--- src/rtl/bcd_countdown.sv ---
// Microwave cook-time countdown: BCD MM:SS value decremented once per tick pulse,
// with load/start/stop control and a DONE_LEN-cycle completion pulse.
module bcd_countdown #(
    parameter logic [7:0] MAX_MIN  = 8'h99,
    parameter int         DONE_LEN = 1
) (
    input  logic       clk,
    input  logic       clr,
    input  logic       tick,
    input  logic       load,
    input  logic       start,
    input  logic       stop,
    input  logic [7:0] min_in,
    input  logic [7:0] sec_in,
    output logic [7:0] min_out,
    output logic [7:0] sec_out,
    output logic [1:0] state_o,
    output logic       running,
    output logic       zero,
    output logic       done
);

    localparam int              CW       = (DONE_LEN < 2) ? 1 : $clog2(DONE_LEN + 1);
    localparam logic [CW-1:0]   DONE_CNT = CW'(DONE_LEN);

    typedef enum logic [1:0] {
        S_IDLE    = 2'b00,
        S_PAUSED  = 2'b01,
        S_RUNNING = 2'b10,
        S_DONE    = 2'b11
    } state_t;

    state_t        r_state, w_state_nxt;
    logic [7:0]    r_min, r_sec, w_min_nxt, w_sec_nxt;
    logic [CW-1:0] r_done_cnt, w_done_cnt_nxt;
    logic [7:0]    w_min_ld, w_sec_ld, w_min_dig;
    logic [7:0]    w_min_dec, w_sec_dec;
    logic          w_dec_zero;

    function automatic logic [3:0] clamp_digit(input logic [3:0] d, input logic [3:0] lim);
        return (d > lim) ? lim : d;
    endfunction

    // Load sanitising; BCD values order the same as their binary encodings.
    assign w_min_dig = {clamp_digit(min_in[7:4], 4'd9), clamp_digit(min_in[3:0], 4'd9)};
    assign w_min_ld  = (w_min_dig > MAX_MIN) ? MAX_MIN : w_min_dig;
    assign w_sec_ld  = {clamp_digit(sec_in[7:4], 4'd5), clamp_digit(sec_in[3:0], 4'd9)};

    // One-second BCD decrement with borrow rippling sec units -> sec tens -> min.
    always_comb begin
        w_min_dec = r_min;
        w_sec_dec = r_sec;
        if (r_sec[3:0] != 4'd0) begin
            w_sec_dec[3:0] = r_sec[3:0] - 4'd1;
        end else begin
            w_sec_dec[3:0] = 4'd9;
            if (r_sec[7:4] != 4'd0) begin
                w_sec_dec[7:4] = r_sec[7:4] - 4'd1;
            end else begin
                w_sec_dec[7:4] = 4'd5;
                if (r_min[3:0] != 4'd0) begin
                    w_min_dec[3:0] = r_min[3:0] - 4'd1;
                end else begin
                    w_min_dec[3:0] = 4'd9;
                    w_min_dec[7:4] = r_min[7:4] - 4'd1;
                end
            end
        end
    end

    assign w_dec_zero = (w_min_dec == 8'h00) && (w_sec_dec == 8'h00);

    // Priority per edge: load > stop > start > tick (clr handled in the register).
    // A load while RUNNING still consumes the edge, so a coincident tick is dropped.
    always_comb begin
        w_state_nxt    = r_state;
        w_min_nxt      = r_min;
        w_sec_nxt      = r_sec;
        w_done_cnt_nxt = (r_done_cnt != '0) ? r_done_cnt - CW'(1) : '0;
        if (load) begin
            if (r_state != S_RUNNING) begin
                w_min_nxt      = w_min_ld;
                w_sec_nxt      = w_sec_ld;
                w_state_nxt    = ((w_min_ld | w_sec_ld) != 8'h00) ? S_PAUSED : S_IDLE;
                w_done_cnt_nxt = '0;
            end
        end else if (stop) begin
            case (r_state)
                S_RUNNING: w_state_nxt = S_PAUSED;
                S_PAUSED, S_DONE: begin
                    w_state_nxt = S_IDLE;
                    w_min_nxt   = 8'h00;
                    w_sec_nxt   = 8'h00;
                end
                default: ;
            endcase
        end else if (start) begin
            if (r_state == S_PAUSED) w_state_nxt = S_RUNNING;
        end else if (tick && (r_state == S_RUNNING)) begin
            w_min_nxt = w_min_dec;
            w_sec_nxt = w_sec_dec;
            if (w_dec_zero) begin
                w_state_nxt    = S_DONE;
                w_done_cnt_nxt = DONE_CNT;
            end
        end
    end

    always_ff @(posedge clk) begin
        if (!clr) begin
            r_state    <= S_IDLE;
            r_min      <= 8'h00;
            r_sec      <= 8'h00;
            r_done_cnt <= '0;
        end else begin
            r_state    <= w_state_nxt;
            r_min      <= w_min_nxt;
            r_sec      <= w_sec_nxt;
            r_done_cnt <= w_done_cnt_nxt;
        end
    end

    assign min_out = r_min;
    assign sec_out = r_sec;
    assign state_o = r_state;
    assign running = (r_state == S_RUNNING);
    assign zero    = (r_min == 8'h00) && (r_sec == 8'h00);
    assign done    = (r_done_cnt != '0);

endmodule
--- config.mk ---
export PLATFORM = sky130hd
export DESIGN_NAME = bcd_countdown
export DESIGN_NICKNAME = d
export VERILOG_FILES = /design/src/rtl/bcd_countdown.sv
export SDC_FILE = /design/constraint.sdc
export NUM_CORES = 1
export LEC_CHECK = 0
export ABC_CLOCK_PERIOD_IN_PS = 2200
export CAP_MARGIN = 20
export CORE_ASPECT_RATIO = 0.6
export CORE_UTILIZATION = 47
export DETAILED_ROUTE_END_ITERATION = 12
export PLACE_DENSITY = 0.8
export SYNTH_ARGS = -nofsm -noshare
export SYNTH_HDL_FRONTEND = slang
export SYNTH_SLANG_ARGS = --single-unit
--- constraint.sdc ---
create_clock -name clk -period 2.2 [get_ports clk]
set_input_delay 0.44 -clock clk [delete_from_list [all_inputs] [get_ports clk]]
set_output_delay 0.44 -clock clk [all_outputs]
set_load 0.01 [all_outputs]
==> results of run 1 <==
==> report_power, final <==
group | total, mW | switching [mW] | internal [mW] | leakage [nW]
combinational | 0.435 | 0.216 | 0.220 | 0.613
clock | 0.245 | 0.117 | 0.129 | 0.0228
sequential | 0.398 | 0.0322 | 0.366 | 0.156
total | 1.08 | 0.364 | 0.714 | 0.792
==> cell families after synthesis <==
logic type | count (synthesis) | share of synthesized area, %
simple gates | 76 | 31.90
compound gates | 65 | 31.29
flops | 19 | 26.21
buf+inv | 16 | 5.517
fa+ha+maj | 4 | 3.448
xor+xnor | 1 | 0.6036
mux | 1 | 1.034
==> per-layer routing <==
| metal | GRT usage [%] | up-vias | share of wire, % |
|---|---|---|---|
| met5 | 0 | - | 0 |
| met4 | 6.538 | 0 | 1.2 |
| met3 | 6.027 | 8 | 8.8 |
| met2 | 48.44 | 103 | 47 |
| met1 | 40.11 | 801 | 43 |
| li1 | - | 797 | - |
==> layout by cell type, fill, tap and decap left out, drive strengths merged, types with 2 or more instances in the layout <==
cell / n
a211o: 2
a211oi: 3
a21oi: 6
a22oi: 8
a31oi: 4
and3: 5
and3b: 2
and4: 2
buf: 20
clkbuf: 4
clkdlybuf4s50: 41
dfxtp: 19
ha: 4
inv: 6
nand2: 14
nand2b: 2
nand3: 2
nand3b: 3
nand4: 2
nor2: 21
nor2b: 2
nor3: 9
nor4b: 2
o211ai: 2
o21a: 3
o21ai: 23
o31ai: 4
or2: 2
or3: 3
==> flip-flops by register name, summed over array words and instances (netlist names) <==
register	flops
done	1
min_out	8
sec_out	8
state_o	2
==> how the worst max path moves through the flow <==
stage | endpoint | slack [ns] | cells past startpoint
global route | zero | 0.02 | 6
finish | zero | 0.11 | 6
detailed placement | sec_out[4]$_SDFFE_PN0P_ | 0.0009 | 7
floorplan | done$_SDFF_PP0_ | 0.44 | 7
global placement | zero | 0.02 | 6
CTS | zero | 0.06 | 6
==> final cells by class <==
| type | instances | share of cell area [%] |
|---|---|---|
| timing repair buffer | 62 | 27.65 |
| sequential | 19 | 18.44 |
| clock buffer | 4 | 2.183 |
| tap | 42 | 2.547 |
| multi-input combinational | 147 | 48.09 |
| inverter | 6 | 1.092 |
==> worst max-delay path: cells and delay by family, from the launching register on <==
family        cells  cell delay, ns
buf+inv           2            0.30
fa+ha+maj         1            0.14
flops             1            0.33
simple gates      3            0.61
==> timing repair <==
action,4_1_cts,5_1_grt
setup buffers,2,0
endpoints found under the setup margin,1,1
gates resized for setup,2,1
gates cloned,0,0
pin swaps,1,0
==> impl_metrics.env, run 1 <==
export IMPL_outcome="completed"
export IMPL_finalCritPeriodShare_pct=94.97
export IMPL_grt_max_degree=21
export IMPL_grt_remaining_overflow=0
export IMPL_r2r_start="min_out[0]$_SDFFE_PN0P_"
export IMPL_multi_input_area_um2=992.2
export IMPL_async_flop_share_pct=0
export IMPL_num_rows=15
export IMPL_ir_drop_mv=0.3901
export IMPL_avgSynthCellArea_um2=7.975
export IMPL_preCtsSetupSlack_ns=0.0008509
export IMPL_fin_crit_ns=2.089
export IMPL_synthFlopType="dfxtp_1"
export IMPL_core_area_um2=2909
export IMPL_drive_gt1_share_pct=15.13
export IMPL_cts_tree="done"
export IMPL_worst_slack_ns=0.1107
export IMPL_cap_violations=0
export IMPL_wire_per_inst_um=16.34
export IMPL_yosysTopAreaCellShare_pct=26.21
export IMPL_synth_seq_cells=19
export IMPL_n_antenna_cell=0
export IMPL_fin_setup_tns_ns=0
export IMPL_r2r_setup_slack_ns=0.20
export IMPL_grt_pass1_vias=1528
export IMPL_drt_iter0_drc=221
export IMPL_fin_skew_ns=0.001623
export IMPL_critical_path_arrival_ns=1.65
export IMPL_synthToLayoutAreaGrowth_pct=42.16
export IMPL_dpl_cell_area_um2=2002
export IMPL_firstDrtPassIters=5
export IMPL_synth_nets=208
export IMPL_fmax_mhz=478.6
export IMPL_hold_viol_final=0
export IMPL_wirelength_um=4576
export IMPL_nets=265
export IMPL_htreeDepth=1
export IMPL_rsz0062_at_grt="no"
export IMPL_crit_type="flip-flop to output pin"
export IMPL_path_cells="inv_1, ha_1, nor3b_4, and4_4, and3_1, clkdlybuf4s15_1"
export IMPL_hold_class="flip-flop to flip-flop"
export IMPL_clk_latency_ns=0.25
export IMPL_synthMostInstantiatedCell="o21ai_0"
export IMPL_clockBufferDepth=2
export IMPL_path_clk_slew_ns=0.07
export IMPL_min_delay_start="sec_out[7]$_SDFFE_PN0P_"
export IMPL_regArea_um2=380.4
export IMPL_finalSetupViolCount=0
export IMPL_routabilityCongestion=0.9234
export IMPL_slowest_delay_ns=0.33
export IMPL_grt_first_pass_wirelength_um=7258
export IMPL_nFillCells=259
export IMPL_synth_commonest_cells="o21ai_0, nor2_1, dfxtp_1, nand2_1, a22oi_1"
export IMPL_crit_fanout=3
export IMPL_avgViaCountPerCell=6.104
export IMPL_r2r_cells=9
export IMPL_post_route_cell_area_um2=2063
export IMPL_final_antenna_net_count=0
export IMPL_stdcell_count=280
export IMPL_yosysWarnings=0
export IMPL_cts_made_buffers=3
export IMPL_tightest_slew_ns=0.5464
export IMPL_holdPathStages=1
export IMPL_worstSetupStartpoint="min_out[0]$_SDFFE_PN0P_"
export IMPL_synth_cell_types=54
export IMPL_p_per_area_nw_per_um2=522.7
export IMPL_critPathRequiredTime_ns=1.76
export IMPL_hold_path_end="sec_out[7]$_SDFFE_PN0P_"
export IMPL_dp_cells=274
export IMPL_initial_core_util_pct=49.89
export IMPL_r2r_end="done$_SDFF_PP0_"
export IMPL_syn_inst=182
export IMPL_start_kind="flip-flop"
export IMPL_synth_edff_count=0
export IMPL_timing_hold_ws_ns=0.5195
export IMPL_total_power_mw=1.079
export IMPL_cts_sinks=19
export IMPL_mappedNetlistArea_um2=1451
export IMPL_vias=1709
export IMPL_portBuffers=42
export IMPL_ctsRootBufferMaster="clkbuf_8"
export IMPL_slew_viol_final=0
export IMPL_cp_end_kind="output pin"
export IMPL_synthTopCellsByArea="dfxtp_1, o21ai_0, nor2_1"
export IMPL_fin_util_pct=70.92
export IMPL_relSlewSlack_pct=63.54
export IMPL_die_x_um=73.74
export IMPL_dp_hpwl_um=3486
export IMPL_leakagePower_nw=0.7916
export IMPL_synth_seq_area_share_pct=26.21
export IMPL_crit_path_top_delay_cell="dfxtp_1"
export IMPL_antenna_found_initial=0
export IMPL_die_area_um2=3322
export IMPL_drc=0
export IMPL_ios=43
export IMPL_fp_dieH_um=45.05
export IMPL_ctsHoldBuffers=0
export IMPL_yosys_area_top_type="dfxtp_1"
export IMPL_grt_usage_pct=29.35
No activity file was read; power rests on OpenSTA's default activity.
==> run 2, diff against run 1 <==
==> constraint.sdc (replaced) <==
create_clock -name clk -period 2.2 [get_ports clk]
set_input_delay 0.55 -clock clk [delete_from_list [all_inputs] [get_ports clk]]
set_output_delay 0.55 -clock clk [all_outputs]
set_load 0.01 [all_outputs]
==> impl_metrics.env, run 2 (synthesis gave the netlist of run 1 again) <==
export IMPL_outcome="completed"
export IMPL_wire_per_inst_um=15.28
export IMPL_initial_core_util_pct=49.89
export IMPL_die_area_um2=3322
export IMPL_cap_violations=0
export IMPL_start_kind="flip-flop"
export IMPL_timing_hold_ws_ns=0.5170
export IMPL_die_x_um=73.74
export IMPL_critical_path_arrival_ns=1.51
export IMPL_fp_dieH_um=45.05
export IMPL_fin_crit_ns=2.056
export IMPL_cp_end_kind="output pin"
export IMPL_critPathRequiredTime_ns=1.65
export IMPL_final_antenna_net_count=0
export IMPL_grt_met3_usage_pct=5.357
export IMPL_ctsHoldBuffers=0
export IMPL_dp_hpwl_um=3465
export IMPL_ir_drop_mv=0.3768
export IMPL_clockBufferDepth=2
export IMPL_crit_fanout=2
export IMPL_grt_pass1_vias=1501
export IMPL_fin_setup_tns_ns=0
export IMPL_stdcell_count=288
export IMPL_grt_util_met1_pct=42.33
export IMPL_fin_skew_ns=0.001982
export IMPL_htreeDepth=1
export IMPL_fin_util_pct=73.29
export IMPL_hold_viol_final=0
export IMPL_grt_usage_pct=28.64
export IMPL_layout_common_cells="clkdlybuf4s50_1, buf_4, o21ai_0, nor2_1, dfxtp_1"
export IMPL_nets=273
export IMPL_met2_usage_pct=45.14
export IMPL_n_antenna_cell=0
export IMPL_ios=43
export IMPL_num_rows=15
export IMPL_antenna_found_initial=0
export IMPL_drive_gt1_share_pct=19.51
export IMPL_path_cells="inv_2, ha_1, nor3b_4, and4_4, and3_1, buf_2"
export IMPL_routabilityCongestion=0.9701
export IMPL_cts_sinks=19
export IMPL_tightest_slew_ns=0.5540
export IMPL_final_common_cell="clkdlybuf4s50_1"
export IMPL_finalCritPeriodShare_pct=93.44
export IMPL_synthToLayoutAreaGrowth_pct=46.90
export IMPL_finalSetupViolCount=0
export IMPL_min_delay_start="sec_out[7]$_SDFFE_PN0P_"
export IMPL_worstSetupStartpoint="min_out[0]$_SDFFE_PN0P_"
export IMPL_crit_path_top_delay_cell="dfxtp_2"
export IMPL_total_power_mw=1.096
export IMPL_slowest_delay_ns=0.33
export IMPL_drt_iter0_drc=152
export IMPL_avgViaCountPerCell=5.868
export IMPL_path_clk_slew_ns=0.08
export IMPL_grt_remaining_overflow=0
export IMPL_hold_class="flip-flop to flip-flop"
export IMPL_rsz0062_at_grt="no"
export IMPL_slew_viol_final=0
export IMPL_top_usage_layer="met2"
export IMPL_clk_latency_ns=0.26
export IMPL_cts_made_buffers=3
export IMPL_firstDrtPassIters=5
export IMPL_cts_tree="done"
export IMPL_drc=0
export IMPL_vias=1690
export IMPL_r2r_start="min_out[0]$_SDFFE_PN0P_"
export IMPL_wirelength_um=4400
export IMPL_grt_first_pass_wirelength_um=7134
export IMPL_fmax_mhz=486.5
export IMPL_portBuffers=42
export IMPL_dp_cells=284
export IMPL_p_per_area_nw_per_um2=514.1
export IMPL_ctsRootBufferMaster="clkbuf_8"
export IMPL_crit_type="flip-flop to output pin"
export IMPL_grt_max_degree=21
export IMPL_relSlewSlack_pct=63.03
export IMPL_leakagePower_nw=0.8378
export IMPL_core_area_um2=2909
run 2: power by group:
part | switching, mW | internal, mW
Combinational | 0.223 | 0.231
Clock | 0.122 | 0.129
Sequential | 0.0251 | 0.366
Total | 0.370 | 0.726
run 2: worst paths after layout:
check | endpoint | slack, ns | cells after the start
worst max-delay path | zero | 0.14 | 6
worst min-delay path | sec_out[7]$_SDFFE_PN0P_ | 0.52 | 1
worst max register to register | min_out[7]$_SDFFE_PN0P_ | 0.29 | 8
worst min register to register | sec_out[7]$_SDFFE_PN0P_ | 0.52 | 1
run 2: area by class of cell:
| type | count | area, um^2 |
|---|---|---|
| clock buffers | 4 | 45.04 |
| fillers | 225 | 777.0 |
| inverters | 6 | 22.52 |
| multi-input cells | 147 | 992.2 |
| flip-flops and latches | 19 | 381.6 |
| well taps | 42 | 52.55 |
| repair buffers | 70 | 638.1 |
run 2: repair_timing:
action,4_1_cts,5_1_grt
pin swaps,1,1
gates resized for setup,4,4
buffers inserted,0,0
setup endpoints to repair,1,1
run 2: routing by layer:
| layer | wire (um) | vias to the layer above |
|---|---|---|
| li1 | - | 816 |
| met1 | 2069 | 790 |
| met2 | 1972 | 80 |
| met5 | 0 | - |
| met3 | 342 | 4 |
| met4 | 16 | 0 |
run 2: through the flow:
step	area (um^2)	worst slack, ns
after floorplan	1451	0.3447
after global placement	2090	-0.05973
after detailed placement	2090	-0.09755
after CTS	2137	0.01294
after global routing	2132	0.04976
final	2132	0.1444
run 2: critical path, delay by kind of cell (launching register included):
| family | cells | cell delay [ns] |
|---|---|---|
| and+or+nand+nor | 3 | 0.62 |
| DFF | 1 | 0.33 |
| buffers and inverters | 2 | 0.17 |
| adders and majority gates | 1 | 0.13 |
